[src/rtl/decode_scoreboard.sv]
// Register-pending scoreboard: per-register in-flight counters feeding the
// decode-stage RAW hazard flag. Written on decode->execute issue, cleared by writeback.

module decode_scoreboard_cnt #(
    parameter int CNT_W = 2
) (
    input  logic             clock,
    input  logic             reset,
    input  logic             flush,
    input  logic             inc,
    input  logic             dec,
    output logic [CNT_W-1:0] cnt,
    output logic             ovf,
    output logic             unf
);
    logic full, empty;

    assign full  = &cnt;
    assign empty = (cnt == '0);
    // A paired inc/dec on the same register nets to zero and is never an error.
    assign ovf   = inc && !dec && full;
    assign unf   = dec && !inc && empty;

    always_ff @(posedge clock) begin
        if (reset || flush)
            cnt <= '0;
        else if (inc && !dec && !full)
            cnt <= cnt + 1'b1;
        else if (dec && !inc && !empty)
            cnt <= cnt - 1'b1;
    end
endmodule

module decode_scoreboard #(
    parameter int NREG  = 32,
    parameter int RA_W  = 5,
    parameter int CNT_W = 2
) (
    input  logic            clock,
    input  logic            reset,
    input  logic            check_i,
    input  logic [RA_W-1:0] rs1_i,
    input  logic            rs1_use_i,
    input  logic [RA_W-1:0] rs2_i,
    input  logic            rs2_use_i,
    input  logic [RA_W-1:0] rd_i,
    input  logic            rd_wen_i,
    input  logic            issue_i,
    input  logic            wb_valid_i,
    input  logic [RA_W-1:0] wb_rd_i,
    input  logic            wb_wen_i,
    input  logic            flush_i,
    output logic            raw_o,
    output logic            busy_o,
    output logic            err_o
);
    localparam int NIDX = 1 << RA_W;

    // Counter view padded to every encodable index; x0 and indices >= NREG read as 0.
    logic [NIDX-1:0][CNT_W-1:0] cnt;
    logic [NIDX-1:0]            ovf, unf;
    logic                       inc, dec;
    logic                       h1, h2, hd;
    logic                       err;

    // Flush drops same-cycle updates, so they cannot raise counter errors either.
    assign inc = issue_i && rd_wen_i && !flush_i;
    assign dec = wb_valid_i && wb_wen_i && !flush_i;

    for (genvar r = 0; r < NIDX; r++) begin : g_reg
        if (r == 0 || r >= NREG) begin : g_untracked
            assign cnt[r] = '0;
            assign ovf[r] = 1'b0;
            assign unf[r] = 1'b0;
        end else begin : g_tracked
            decode_scoreboard_cnt #(.CNT_W(CNT_W)) u_cnt (
                .clock (clock),
                .reset (reset),
                .flush (flush_i),
                .inc   (inc && (rd_i == RA_W'(r))),
                .dec   (dec && (wb_rd_i == RA_W'(r))),
                .cnt   (cnt[r]),
                .ovf   (ovf[r]),
                .unf   (unf[r])
            );
        end
    end

    assign h1    = rs1_use_i && (cnt[rs1_i] != '0);
    assign h2    = rs2_use_i && (cnt[rs2_i] != '0);
    assign hd    = rd_wen_i && (&cnt[rd_i]);
    assign raw_o = check_i && (h1 || h2 || hd);

    assign busy_o = |cnt;

    always_ff @(posedge clock) begin
        if (reset)
            err <= 1'b0;
        else if ((|ovf) || (|unf) || (issue_i && raw_o))
            err <= 1'b1;
    end

    assign err_o = err;
endmodule

[config.mk]
export PLATFORM = sky130hd
export DESIGN_NAME = decode_scoreboard
export DESIGN_NICKNAME = d
export VERILOG_FILES = /design/src/rtl/decode_scoreboard.sv
export SDC_FILE = /design/constraint.sdc
export NUM_CORES = 1
export LEC_CHECK = 0
export ABC_AREA = 1
export BUFFER_PORTS_ARGS = -buffer_cell sky130_fd_sc_hd__buf_4
export CORE_ASPECT_RATIO = 0.9
export CORE_UTILIZATION = 30
export DETAILED_ROUTE_END_ITERATION = 6
export GPL_TIMING_DRIVEN = 0
export PLACE_DENSITY = 0.43
export SYNTH_ARGS = -nofsm -noshare
export SYNTH_HDL_FRONTEND = slang
export SYNTH_SLANG_ARGS = --single-unit
[constraint.sdc]
create_clock -name clock -period 3.3 [get_ports clock]
set_input_delay 0.495 -clock clock [delete_from_list [all_inputs] [get_ports clock]]
set_output_delay 0.495 -clock clock [all_outputs]
set_load 0.03 [all_outputs]
; ---- Yosys cells after proc, flatten, opt, wreduce, memory -nomap -nowiden
; Cells that the tools add are included.
[totals]
reg_bits = 63
latch_bits = 0
ram_bits = 0
rom_bits = 0
inputBits = 30
out_inout_bits = 3
word_cells = 713
memories = 0
[classes]
n_addsub = 62
multipliers = 0
div_mod_pow = 0
order_cmp = 3
eq_ne = 62
shifts = 0
mux = 68
n_bitwise = 0
n_reduce_logical = 486
[op_table]
columns = cell, n
row1 = $logic_and A1 B1 Y1, 257
row2 = $eq A5 B5 Y1 const B, 32
row3 = $mux W2, 65
row4 = $logic_not A1 Y1, 125
row5 = $eq A5 B4 Y1 const B, 16
row6 = $reduce_bool A2 Y1, 33
row7 = $reduce_and A2 Y1, 32
row8 = $add A2 B1 Y2 const B, 31
row9 = $logic_not A2 Y1, 31
row10 = $reduce_or A31 Y1, 2
row11 = $reduce_or A62 Y1, 1
row12 = $sub A2 B1 Y2 const B, 31
row13 = $eq A5 B3 Y1 const B, 8
row14 = $bmux W2 S5, 3
row15 = $eq A5 B2 Y1 const B, 4
row16 = $lt A5 B6 Y1 const B, 3
row17 = $eq A5 B1 Y1 const B, 2
row18 = $logic_or A1 B1 Y1, 5

; ---- Longest topological paths before layout
[logic_depth]
ltp_word = 9
mapped_depth = 15
mapped_depth_nobuf = 15

; ---- Hierarchy
; From an unflattened synthesis, not the netlist that was laid out.
[hier_totals]
cells_unflattened = 1237
hier_area_um2 = 6680.2
[modules_own_cells]
columns = module, instances, cells_per_inst, area_each_um2, seq_area_each_um2
row1 = decode_scoreboard_cnt, 31, 23, 145.1, 40.0
row2 = decode_scoreboard, 1, 524, 2180.8, 20.0

; ---- Worst setup path before layout
; Ideal clock, no wire load.
[synth_path]
path_kind = input to output
start = input port rd_i[0]
end = output port raw_o
t_arrival_ns = 1.706
t_required_ns = 2.805
path_slack_ns = 1.099
stages = 15
path_buffers = 2
cell_sequence = buf_4 inv_4 buf_2 nand2_1 nand2_1 nand2_1 nand2_1 nand2_1 nand2_1 o21ai_0 nand2_1 nand3_1 nand3_1 nand2_1 inv_1
[synth_between]
elab_chain_cells = 6
[synth_rtl]
columns = element, line
row1 = from (decl), 46  ; input logic [RA_W-1:0] rd_i,
row2 = $bmux W2 S5, 91  ; assign hd = rd_wen_i && (&cnt[rd_i]);
row3 = $mux W2 (not written as such), 91
row4 = $reduce_and A2 Y1, 91
row5 = $logic_and A1 B1 Y1, 91
row6 = $logic_or A1 B1 Y1, 92  ; assign raw_o = check_i && (h1 || h2 || hd);
row7 = $logic_and A1 B1 Y1, 92
row8 = to (decl), 53  ; output logic raw_o,
; Every way passes these cells. The select of a mux whose other input is x is not followed.

; ---- Final worst setup path
[layout_path]
start = input port rd_i[1]
end = output port raw_o
; The elaborated chain is that of the path after synthesis.

==> run summary <==
Post-Route WL - 25900 um
# hold bufs at CTS - 0
Fmax - 327 MHz
Total grt overflow - 0
Worst Hold Class - input port to flop
IO Count - 33
Slew Viols, Final - 0
Post-CTS Resized - 0
Crit path from - rd_i[1]
CP Launch Type - input port
Post-Syn Instances - 1075
Worst vdd ir - 0.000220 V
Slew HR - 37.7%
Placed Area - 6280 um^2
Largest net degree at the start of global routing - 11
Post-synthesis cell type count - 34
First-pass GRT wire length - 38400 um
Placed wire-length estimate - 20500 um
N_diodes - 0
Initial DRC Count - 748
Buffer levels on the longest clock path - 2
CTS tree - done
Top_reg_cell synth - dfxtp_1
# Max-Cap Violations - 0
Die width - 148 um
Total global-route track usage - 26.6%
Worst-margin pin slew - 0.935 ns
Syn Nets - 1105
RR Startpoint - g_reg[23].g_tracked.u_cnt.cnt[0]
Chip height - 133 um
Net count, final - 1146
Final min period - 3.06 ns
Initial Utilization - 30.9%
Post-synth EDFFs - 0
RSZ-0062 raised after global routing - no
DR pass1 iterations - 7
Mapped Area - 5750 um^2
Crit Path Category - input port to output port
Setup Skew - 0.00553 ns
Total Die Area - 19700 um^2
Layout cells sized above 1 - 6.78%
Placer congestion estimate - 0.913
Tcrit/Tclk final - 92.6%
Total negative setup slack - 0 ns
Status - finished, final reports clean
Detailed-route via count - 6961
Post CTS Setup Buffer Count - 0
Leak - 2.94 nW
CORE AREA - 18600 um^2
Final hold vios - 0
Clk slew on worst S/H paths - 0.06 ns
Most common cell after layout, fill and taps aside - nand2_1
Ys async rst share - 0%
Rows - 47
Seq/Total Area, Yosys - 21.9%
Number of buffers created by CTS - 9
I/O Buffers - 30
Vias per cell - 5.10
Post-route DRC violation count - 0
Layout area overhead - 14.6%
Worst path required time - 2.80 ns
Vias in the first global route - 6214
Mean post-synth cell area - 5.35 um^2
Crit-path max FO - 10
WP data arrival - 2.56 ns
Final setup viols - 0
Clock root buffer - clkbuf_16
H-tree depth - 3
Worst Min Path Start - reset
Yosys reg bits - 63
Final instance area - 6590 um^2
DRT antenna net count - 0
Commonest non-fill, non-tap cells in the layout - nand2_1, nor2_1, inv_1
CTS Sinks - 63
WL per Instance - 19.0 um
Initial antenna violation count - 0
Skew-Pair Late Insertion Delay - 0.35 ns
Critical Path End Type - output port
Ys Warns - 0
Pwr Density - 315 nW/um^2
final timing paths:
| check | end | slack, ns | cells after the start |
|---|---|---|---|
| setup / recovery | raw_o | 0.24 | 14 |
| hold / removal | err_o | 0.31 | 2 |
| setup reg to reg | err_o | 1.24 | 12 |
| hold reg to reg | g_reg[30].g_tracked.u_cnt.cnt[1] | 0.49 | 2 |
cells by family after synthesis:
group | after synthesis | share of synthesized area [%]
flops | 63 | 21.9
compound gates | 130 | 12.8
simple gates | 709 | 50.8
xor+xnor | 26 | 3.96
buf+inv | 147 | 10.5
Yosys cell counts, drive strengths merged, types with 3 or more instances:
cell / count / share of area [%]
nor3: 3 / 0.26
a21oi: 14 / 1.2
nand2: 399 / 26
a211oi: 26 / 3.4
o21ai: 82 / 7.1
nor2: 191 / 13
dfxtp: 63 / 22
inv: 123 / 8.1
and2: 10 / 1.1
xnor2: 13 / 2.0
nor3b: 3 / 0.39
clkbuf: 11 / 0.89
nor4: 4 / 0.44
buf: 12 / 1.4
nand3: 81 / 7.3
o21bai: 3 / 0.39
nand4: 16 / 1.7
xor2: 13 / 2.0
where the power goes:
group          leakage, nW  internal [W]  switching, W
clock network        0.156      0.000646      0.000400
registers            0.507      0.000762    0.00000137
logic                 2.28     0.0000726      0.000194
total                 2.94       0.00148      0.000596
layer usage:
metal | GRT usage (%) | vias up | wire length [um]
met1 | 38.4 | 3156 | 12300
met3 | 5.55 | 37 | 2270
met4 | 5.90 | 0 | 391
met5 | 0 | - | 0
li1 | - | 3475 | -
met2 | 40.3 | 293 | 11000
flip-flops by register name, summed over array words and instances, names as in the netlist:
signal / count
g.g_tracked.u_cnt.cnt: 62
err_o: 1
stage by stage:
stage | total power (W) | utilization (%) | std cells | setup slack, ns | hold slack [ns]
2_1_floorplan | 0.000916 | - | 1075 | 1.10 | 0.457
3_5_place_dp | 0.00104 | 33.8 | 1350 | 0.301 | 0.483
6_report | 0.00208 | 35.5 | 1366 | 0.244 | 0.307
4_1_cts | 0.00210 | 35.5 | 1366 | 0.294 | 0.297
5_1_grt | 0.00214 | 35.5 | 1366 | 0.0843 | 0.306
3_3_place_gp | 0.00104 | 33.8 | 1350 | 0.310 | 0.477
worst max-delay path, stage by stage:
cell	delay (ns)
buf_4	0.12
inv_1	0.20
clkbuf_1	0.62
nand2_1	0.14
nand2_1	0.16
nand2_1	0.07
nand2_1	0.13
o21ai_0	0.09
nand2_1	0.06
nand3_1	0.07
nand3_1	0.11
nand2_1	0.07
inv_1	0.05
buf_4	0.15
final cells by class:
| cell class | instances | area [um^2] |
|---|---|---|
| Timing Repair Buffer | 30 | 225 |
| Tap cell | 245 | 307 |
| Clock buffer | 13 | 270 |
| Buffer | 23 | 134 |
| Clock inverter | 3 | 40.0 |
| Fill cell | 2228 | 12000 |
| Sequential cell | 63 | 1260 |
| Inverter | 124 | 468 |
| Multi-Input combinational cell | 865 | 3890 |
Note: power is estimated with default switching activity, not from simulation.
